<file path="src/rtl/mem_banked_sdp_clr.sv">
// mem_banked_sdp_clr
//   Banked simple-dual-port RAM holding NUM_BANKS x DEPTH words behind one
//   write port and one read port on a single clock. The array is swept to
//   DEFAULT_VALUE after reset or on a clear request. A parameter selects
//   write-first or read-first behaviour when a read and a write hit the same
//   word. Reads of out-of-range locations return DEFAULT_VALUE, and writes to
//   them are dropped. A valid strobe accompanies every accepted read.
//
// Ports
//   clk        clock
//   reset_n    synchronous reset, active low
//   clear      start a clear sweep (a one-cycle pulse is enough)
//   busy       high while the clear sweep runs; writes and reads are ignored
//   wea        write enable
//   bank_a     write bank
//   addra      write word address within the bank
//   dia        write data
//   reb        read enable
//   bank_b     read bank
//   addrb      read word address within the bank
//   dob        read data, arriving OUTPUT_DELAY cycles after the read
//   dob_valid  dob carries the data of an accepted read
module mem_banked_sdp_clr #(
  parameter int                    DATA_WIDTH    = 8,
  parameter int                    DEPTH         = 18,
  parameter int                    NUM_BANKS     = 2,
  parameter int                    OUTPUT_DELAY  = 1,
  parameter logic [DATA_WIDTH-1:0] DEFAULT_VALUE = '0,
  parameter bit                    BYPASS        = 1'b1,
  localparam int                   AW            = $clog2(DEPTH),
  localparam int                   BW            = (NUM_BANKS > 1) ? $clog2(NUM_BANKS) : 1
) (
  input  logic                  clk,
  input  logic                  reset_n,
  input  logic                  clear,
  output logic                  busy,
  input  logic                  wea,
  input  logic [BW-1:0]         bank_a,
  input  logic [AW-1:0]         addra,
  input  logic [DATA_WIDTH-1:0] dia,
  input  logic                  reb,
  input  logic [BW-1:0]         bank_b,
  input  logic [AW-1:0]         addrb,
  output logic [DATA_WIDTH-1:0] dob,
  output logic                  dob_valid
);

  localparam int N  = NUM_BANKS * DEPTH;
  localparam int IW = $clog2(N);

  localparam logic [0:0] ST_CLEAR = 1'b0;
  localparam logic [0:0] ST_RUN   = 1'b1;

  logic [0:0]            state;
  logic [IW-1:0]         ptr;
  logic [DATA_WIDTH-1:0] mem [N];

  logic                  in_range_a;
  logic                  in_range_b;
  logic [IW-1:0]         idx_a;
  logic [IW-1:0]         idx_b;
  logic                  wr_acc;
  logic                  rd_acc;
  logic                  collide;
  logic [DATA_WIDTH-1:0] rd_word;

  assign busy = (state == ST_CLEAR);

  // Range checks are done at 32 bits so that a bank field wider than the
  // bank count, or an address field wider than DEPTH, is caught.
  assign in_range_a = (32'(bank_a) < NUM_BANKS) && (32'(addra) < DEPTH);
  assign in_range_b = (32'(bank_b) < NUM_BANKS) && (32'(addrb) < DEPTH);
  assign idx_a      = IW'(32'(bank_a) * DEPTH + 32'(addra));
  assign idx_b      = IW'(32'(bank_b) * DEPTH + 32'(addrb));

  assign wr_acc  = wea & ~busy & in_range_a;
  assign rd_acc  = reb & ~busy;
  assign collide = wr_acc & rd_acc & in_range_b & (idx_a == idx_b);

  // The read word as it must leave the array this cycle. The array itself
  // is still read-first here; write-first forwarding takes dia directly.
  always_comb begin
    rd_word = DEFAULT_VALUE;
    if (in_range_b) begin
      if (BYPASS && collide) rd_word = dia;
      else                   rd_word = mem[idx_b];
    end
  end

  // Sweep sequencer: CLEAR walks ptr over every index, and leaves on the
  // cycle that writes index N-1. A new clear request always restarts at 0.
  always_ff @(posedge clk) begin
    if (!reset_n) begin
      state <= ST_CLEAR;
      ptr   <= '0;
    end else if (clear) begin
      state <= ST_CLEAR;
      ptr   <= '0;
    end else if (state == ST_CLEAR) begin
      if (ptr == IW'(N - 1)) begin
        state <= ST_RUN;
        ptr   <= '0;
      end else begin
        ptr <= ptr + IW'(1);
      end
    end
  end

  // The single write port is shared between the sweep and user writes.
  // User writes are already blocked while busy.
  always_ff @(posedge clk) begin
    if (reset_n) begin
      if (busy)        mem[ptr]   <= DEFAULT_VALUE;
      else if (wr_acc) mem[idx_a] <= dia;
    end
  end

  generate
    if (OUTPUT_DELAY == 0) begin : g_comb
      // With zero latency, dob follows the array directly. While busy it
      // shows the last word presented before the sweep started.
      logic [DATA_WIDTH-1:0] hold_reg;

      always_ff @(posedge clk) begin
        if (!reset_n)  hold_reg <= DEFAULT_VALUE;
        else if (!busy) hold_reg <= rd_word;
      end

      assign dob       = busy ? hold_reg : rd_word;
      assign dob_valid = rd_acc;
    end else begin : g_pipe
      // Stage 0 captures only on accepted reads. Later stages shift every
      // cycle, so the valid flag travels with its data.
      logic [DATA_WIDTH-1:0] stage_reg [OUTPUT_DELAY];
      logic [OUTPUT_DELAY-1:0] valid_reg;

      always_ff @(posedge clk) begin
        if (!reset_n) begin
          for (int i = 0; i < OUTPUT_DELAY; i++) stage_reg[i] <= DEFAULT_VALUE;
          valid_reg <= '0;
        end else begin
          valid_reg[0] <= rd_acc;
          if (rd_acc) stage_reg[0] <= rd_word;
          for (int i = 1; i < OUTPUT_DELAY; i++) begin
            stage_reg[i] <= stage_reg[i-1];
            valid_reg[i] <= valid_reg[i-1];
          end
        end
      end

      assign dob = stage_reg[OUTPUT_DELAY-1];
      // A read accepted on the cycle a clear is requested would otherwise
      // surface during the sweep. dob_valid stays low for the whole sweep.
      assign dob_valid = valid_reg[OUTPUT_DELAY-1] & ~busy;
    end
  endgenerate

endmodule

</file>
<file path="config.mk">
export PLATFORM = sky130hd
export DESIGN_NAME = mem_banked_sdp_clr
export DESIGN_NICKNAME = d
export VERILOG_FILES = /design/src/rtl/mem_banked_sdp_clr.sv
export SDC_FILE = /design/constraint.sdc
export NUM_CORES = 1
export LEC_CHECK = 0
export BUFFER_PORTS_ARGS = -buffer_cell sky130_fd_sc_hd__buf_2
export CAP_MARGIN = 0
export CORE_MARGIN = 4
export CORE_UTILIZATION = 60
export DETAILED_ROUTE_END_ITERATION = 16
export PLACE_DENSITY_LB_ADDON = 0.12
export SLEW_MARGIN = 20
export SYNTH_ARGS = -nofsm -noshare
export SYNTH_HDL_FRONTEND = slang
export SYNTH_SLANG_ARGS = --single-unit
</file>
<file path="constraint.sdc">
create_clock -name clk -period 3.4 [get_ports clk]
set_input_delay 0.17 -clock clk [delete_from_list [all_inputs] [get_ports clk]]
set_output_delay 0.17 -clock clk [all_outputs]
set_load 0.02 [all_outputs]
</file>
# == After elaboration in Yosys (flattened, before gate mapping) ==
# Memory sizes are Yosys's and may differ from the RTL's.
# Index checks and enable logic that the tools add are counted.
# totals
latchBits,0
mem_bits_rw,296
out_inout_bits,10
romBits,0
mem_count,2
elab_cells,47
ff_bits,8
inputBits,25
# classes
n_bitwise,9
reduce_logical,3
n_eq_ne,2
order_cmp,2
div_mod_pow,0
n_mux,21
n_shift,0
mul,2
addsub,3
# memory_table
memory,depth,word_bits,read_ports,rd_ports_with_merged_regs,write_ports,line_no,source
mem,36,8,1,0,1,56,logic [DATA_WIDTH-1:0] mem [N];
g_pipe.stage_reg,1,8,1,0,1,134,logic [DATA_WIDTH-1:0] stage_reg [OUTPUT_DELAY];
# op_table
operator,count
two-way mux 8 bit,4
OR reduction 8 bit,2
two-way mux 1 bit,15
adder 6 x 5 -> 6 bit,2
two-way mux 6 bit,2
"< comparator 5 bit, second input constant",2
"multiplier 1 x 4 -> 5 bit, second input constant",2
AND 1 bit,7
"adder 6 x 1 -> 6 bit, second input constant",1
equality test 6 bit,1
"equality test 6 bit, second input constant",1
inverter 1 bit,2
OR reduction 2 bit,1

# == Depth between registers and ports, before layout ==
# logic_depth
ltp_word,8
mapped_depth,11
mapped_depth_nobuf,8

# == Least setup slack after synthesis ==
# OpenSTA, ideal clock, no wires.
# synth_path
kind,register -> register
start,register state
end,"memory mem[20][0], enable pin"
arrival_time_ns,2.214
stages_incl_launch_ff,10
n_path_buf,3
slack_ns,0.803
synth_period_minus_slack_ns,2.597
path_cell_list,dfxtp_1 buf_2 nand2_1 or3_1 buf_6 nor3b_2 a31oi_1 or2_1 buf_6 nor3_1
# synth_between
elab_chain_cells,8
# synth_lines
element,line_no,source
"start, declared",54,logic [0:0] state;
"start signal, assigned",94,state <= ST_CLEAR;
"start signal, assigned",97,state <= ST_CLEAR;
"start signal, assigned",101,state <= ST_RUN;
AND 1 bit (2 in series),76,assign wr_acc = wea & ~busy & in_range_a;
two-way mux 1 bit,114,else if (wr_acc) mem[idx_a] <= dia;
two-way mux 1 bit,113,if (busy) mem[ptr] <= DEFAULT_VALUE;
two-way mux 1 bit,112,if (reset_n) begin
two-way mux 1 bit (implied by the code),114,
OR reduction 8 bit (no line),n/a,
two-way mux 6 bit (no line) / two-way mux 1 bit (equally long branches),n/a,
"end, declared",56,
# Several ways; a longest one is shown, not always the timed one.

# == Final worst setup path ==
# layout_path
start,register state
end,"memory mem[17][5], enable pin"
# Same word-level chain as after synthesis.

==> results.json <==
{
  "final_nets": 792,
  "dp_hpwl_mm": 17.8,
  "cp_top_family": "simple AND/OR/NAND/NOR gates",
  "worst_pin_slew_ns": 1.05,
  "outcome": "finished, final reports clean",
  "synthSimpleGateAreaFrac": 0.0680,
  "synth_warnings": 0,
  "fmax_mhz": 339,
  "num_io_pins": 35,
  "final_antenna_net_count": 0,
  "cp-end-kind": "register",
  "cp_max_fo": 9,
  "die_w_um": 153,
  "clock_sinks": 304,
  "syn_nets": 702,
  "cp-start-kind": "register",
  "syn_avg_cell_area_um2": 18.8,
  "grt_max_degree": 37,
  "async_reset_ff_frac": 0,
  "clkTransAtPathRegs_ns": 0.06,
  "vdd_drop_max_uv": 437,
  "setup_viol": 0,
  "post_cts_buffers": 0,
  "maxCapViolCount": 0,
  "wl_mm": 27.1,
  "viasPerCell": 6.30,
  "fp-row-count": 52,
  "design.core.area_um2": 20400,
  "totalPowerFinal_uw": 7610,
  "cts_buffers": 30,
  "insertion_delay_ns": 0.55,
  "leakagePower_uw": 0.00531,
  "synth_cell_types": 52,
  "drc": 0,
  "crit_path_max_incr_delay_ns": 0.67,
  "gp_congestion": 0.841,
  "skew_ns": 0.0214,
  "ys_ff_latch": 304,
  "syn_to_final_growth_pct": 13.3,
  "drt-wirelength-per-cell_um": 25.8,
  "max_slew_margin": 0.296,
  "final_max_slew_viol_count": 0,
  "synth_xor_xnor_area_share": 0.0104,
  "dieHeight_um": 153,
  "antenna_found_initial": 0,
  "arrival_ns": 3.13,
  "slowest_stage": "nor3_2",
  "n_antenna_cell": 0,
  "fin_crit_ns": 2.95,
  "portBuffers": 34,
  "vias": 6630,
  "setup_tns_ns": 0,
  "first_pass_iters": 5,
  "hp-class": "input pin to register",
  "synth_compound_area_frac": 0.0263,
  "drtIter0Drc": 727,
  "clockBufferDepth": 3,
  "grt_pass1_wl_mm": 41.5,
  "die_area_um2": 23400,
  "rsz0062_at_grt": "no",
  "hold_viol_final": 0,
  "power-per-cell-area_nw_per_um2": 533,
  "fin_crit_sh": 0.868,
  "cp.required_ns": 3.58,
  "synth_top_family_by_area": "multiplexers",
  "start_util": 0.617,
  "synthAdderAreaFrac": 0.00695,
  "globalRouteOverflowTotal": 0,
  "cts.htree.levels": 1,
  "path_class": "register to register",
  "drive_gt1_frac": 0.271,
  "syn_inst": 670,
  "grt_usage": 0.234,
  "synth_flop_cell": "edfxtp_1",
  "worst-path-buf-inv": 0,
  "cts_root_buf": "clkbuf_16",
  "syn_area_um2": 12600,
  "grt_pass1_vias": 6775,
  "cts_tree": "built",
  "seq_area_frac_synth": 0.718,
  "largest_register_ffs": 288,
  "synth_edf_count": 296,
  "synthMuxAreaShare": 0.147,
  "cp_cell_sequence": "nand2_1 -> or3_1 -> nor3b_2 -> a31oi_1 -> or2_1 -> nor3_2"
}
worst min-delay path: stages:
cell and delay (ns):
buf_2 0.10, nor2_1 0.04, nor3_1 0.12
report_power, final:
group | leakage, uW | internal [uW] | total, uW | switching, uW
clock | 0.000458 | 1830 | 3130 | 1300
sequential | 0.00337 | 4060 | 4070 | 4.95
combinational | 0.00149 | 174 | 414 | 240
final timing paths:
kind / slack [ns] / cells past startpoint / endpoint / start
setup / recovery: 0.45 / 6 / mem[17][5] / state
hold / removal: 0.03 / 3 / g_pipe.stage_reg[0][3] / dia[3]
setup reg to reg: 0.45 / 6 / mem[17][5] / state
hold reg to reg: 0.58 / 2 / ptr[5] / ptr[5]
layout by cell type (no fill, tap or decap), drive strengths merged, types with 3 or more instances in the layout:
master and count:
nor3 45, xnor2 9, edfxtp 296, clkinv 6, a31oi 7, a221oi 6
dlygate4sd3 5, nor3b 6, ha 7, and3 7, inv 8, nor2 29
nand3 10, nor4bb 4, mux2i 23, clkbuf 46, a21oi 6, xor2 6
buf 89, and2 9, o21ai 4, mux4 71, o31ai 8, a22oi 3
or3 3, or2 5, dfxtp 8, nand2 34
final cells by class:
type                            instances  area [um^2]
Sequential cell                       304         9050
Fill cell                            1290         6150
Multi-Input combinational cell        323         3280
Clock buffer                           46          872
Timing Repair Buffer                   94          648
Tap cell                              270          338
Clock inverter                          8         66.3
Inverter                                7         26.3
synthesized netlist by cell type, types with 4 or more instances:
cell	number	share of area
xnor2_1	9	0.0063
dfxtp_1	8	0.013
or2_1	5	0.0025
a21oi_1	6	0.0024
nor3_1	39	0.015
clkbuf_1	9	0.0027
ha_1	7	0.0069
mux2i_1	23	0.018
o31ai_1	8	0.0048
and2_1	9	0.0045
a31oi_1	5	0.0025
inv_1	7	0.0021
o21ai_0	4	0.0016
nand2_1	34	0.010
nor3b_1	5	0.0030
and3_1	7	0.0035
mux4_2	68	0.12
buf_6	12	0.011
xor2_1	6	0.0042
a221oi_1	6	0.0042
nand3_1	9	0.0036
buf_4	6	0.0036
nor2_1	29	0.0086
nor4bb_1	4	0.0032
buf_2	7	0.0028
nor3_2	6	0.0048
edfxtp_1	296	0.71
per-stage QoR:
step,hold WS [ns],instances,cell area (um^2),utilization,worst slack [ns]
2_1_floorplan,0.327,670,12600,-,0.803
3_3_place_gp,0.449,993,13300,0.651,0.461
3_5_place_dp,0.459,993,13300,0.651,0.416
4_1_cts,0.0218,1052,14300,0.699,0.416
5_1_grt,0.0501,1052,14300,0.699,0.275
6_report,0.0335,1052,14300,0.699,0.449
kinds of logic after synthesis:
family | count (synthesis)
flops | 304
fa+ha+maj | 7
simple gates | 161
compound gates | 45
buf+inv | 43
xor+xnor | 15
mux | 95
routing by layer:
| layer | vias to the layer above | global-route usage | share of wire |
|---|---|---|---|
| met2 | 299 | 0.359 | 0.47 |
| met3 | 50 | 0.0464 | 0.085 |
| met4 | 0 | 0.0666 | 0.029 |
| met1 | 3374 | 0.350 | 0.42 |
| met5 | - | 0 | 0 |
| li1 | 2907 | - | - |
what timing repair did:
| item | CTS | global route |
|---|---|---|
| hold buffers | 5 | 0 |
| hold endpoints to repair | 6 | 0 |
| resized for setup | 0 | 0 |
| endpoints found under the setup margin | 0 | 0 |
Power figures use the tool's default switching activity.
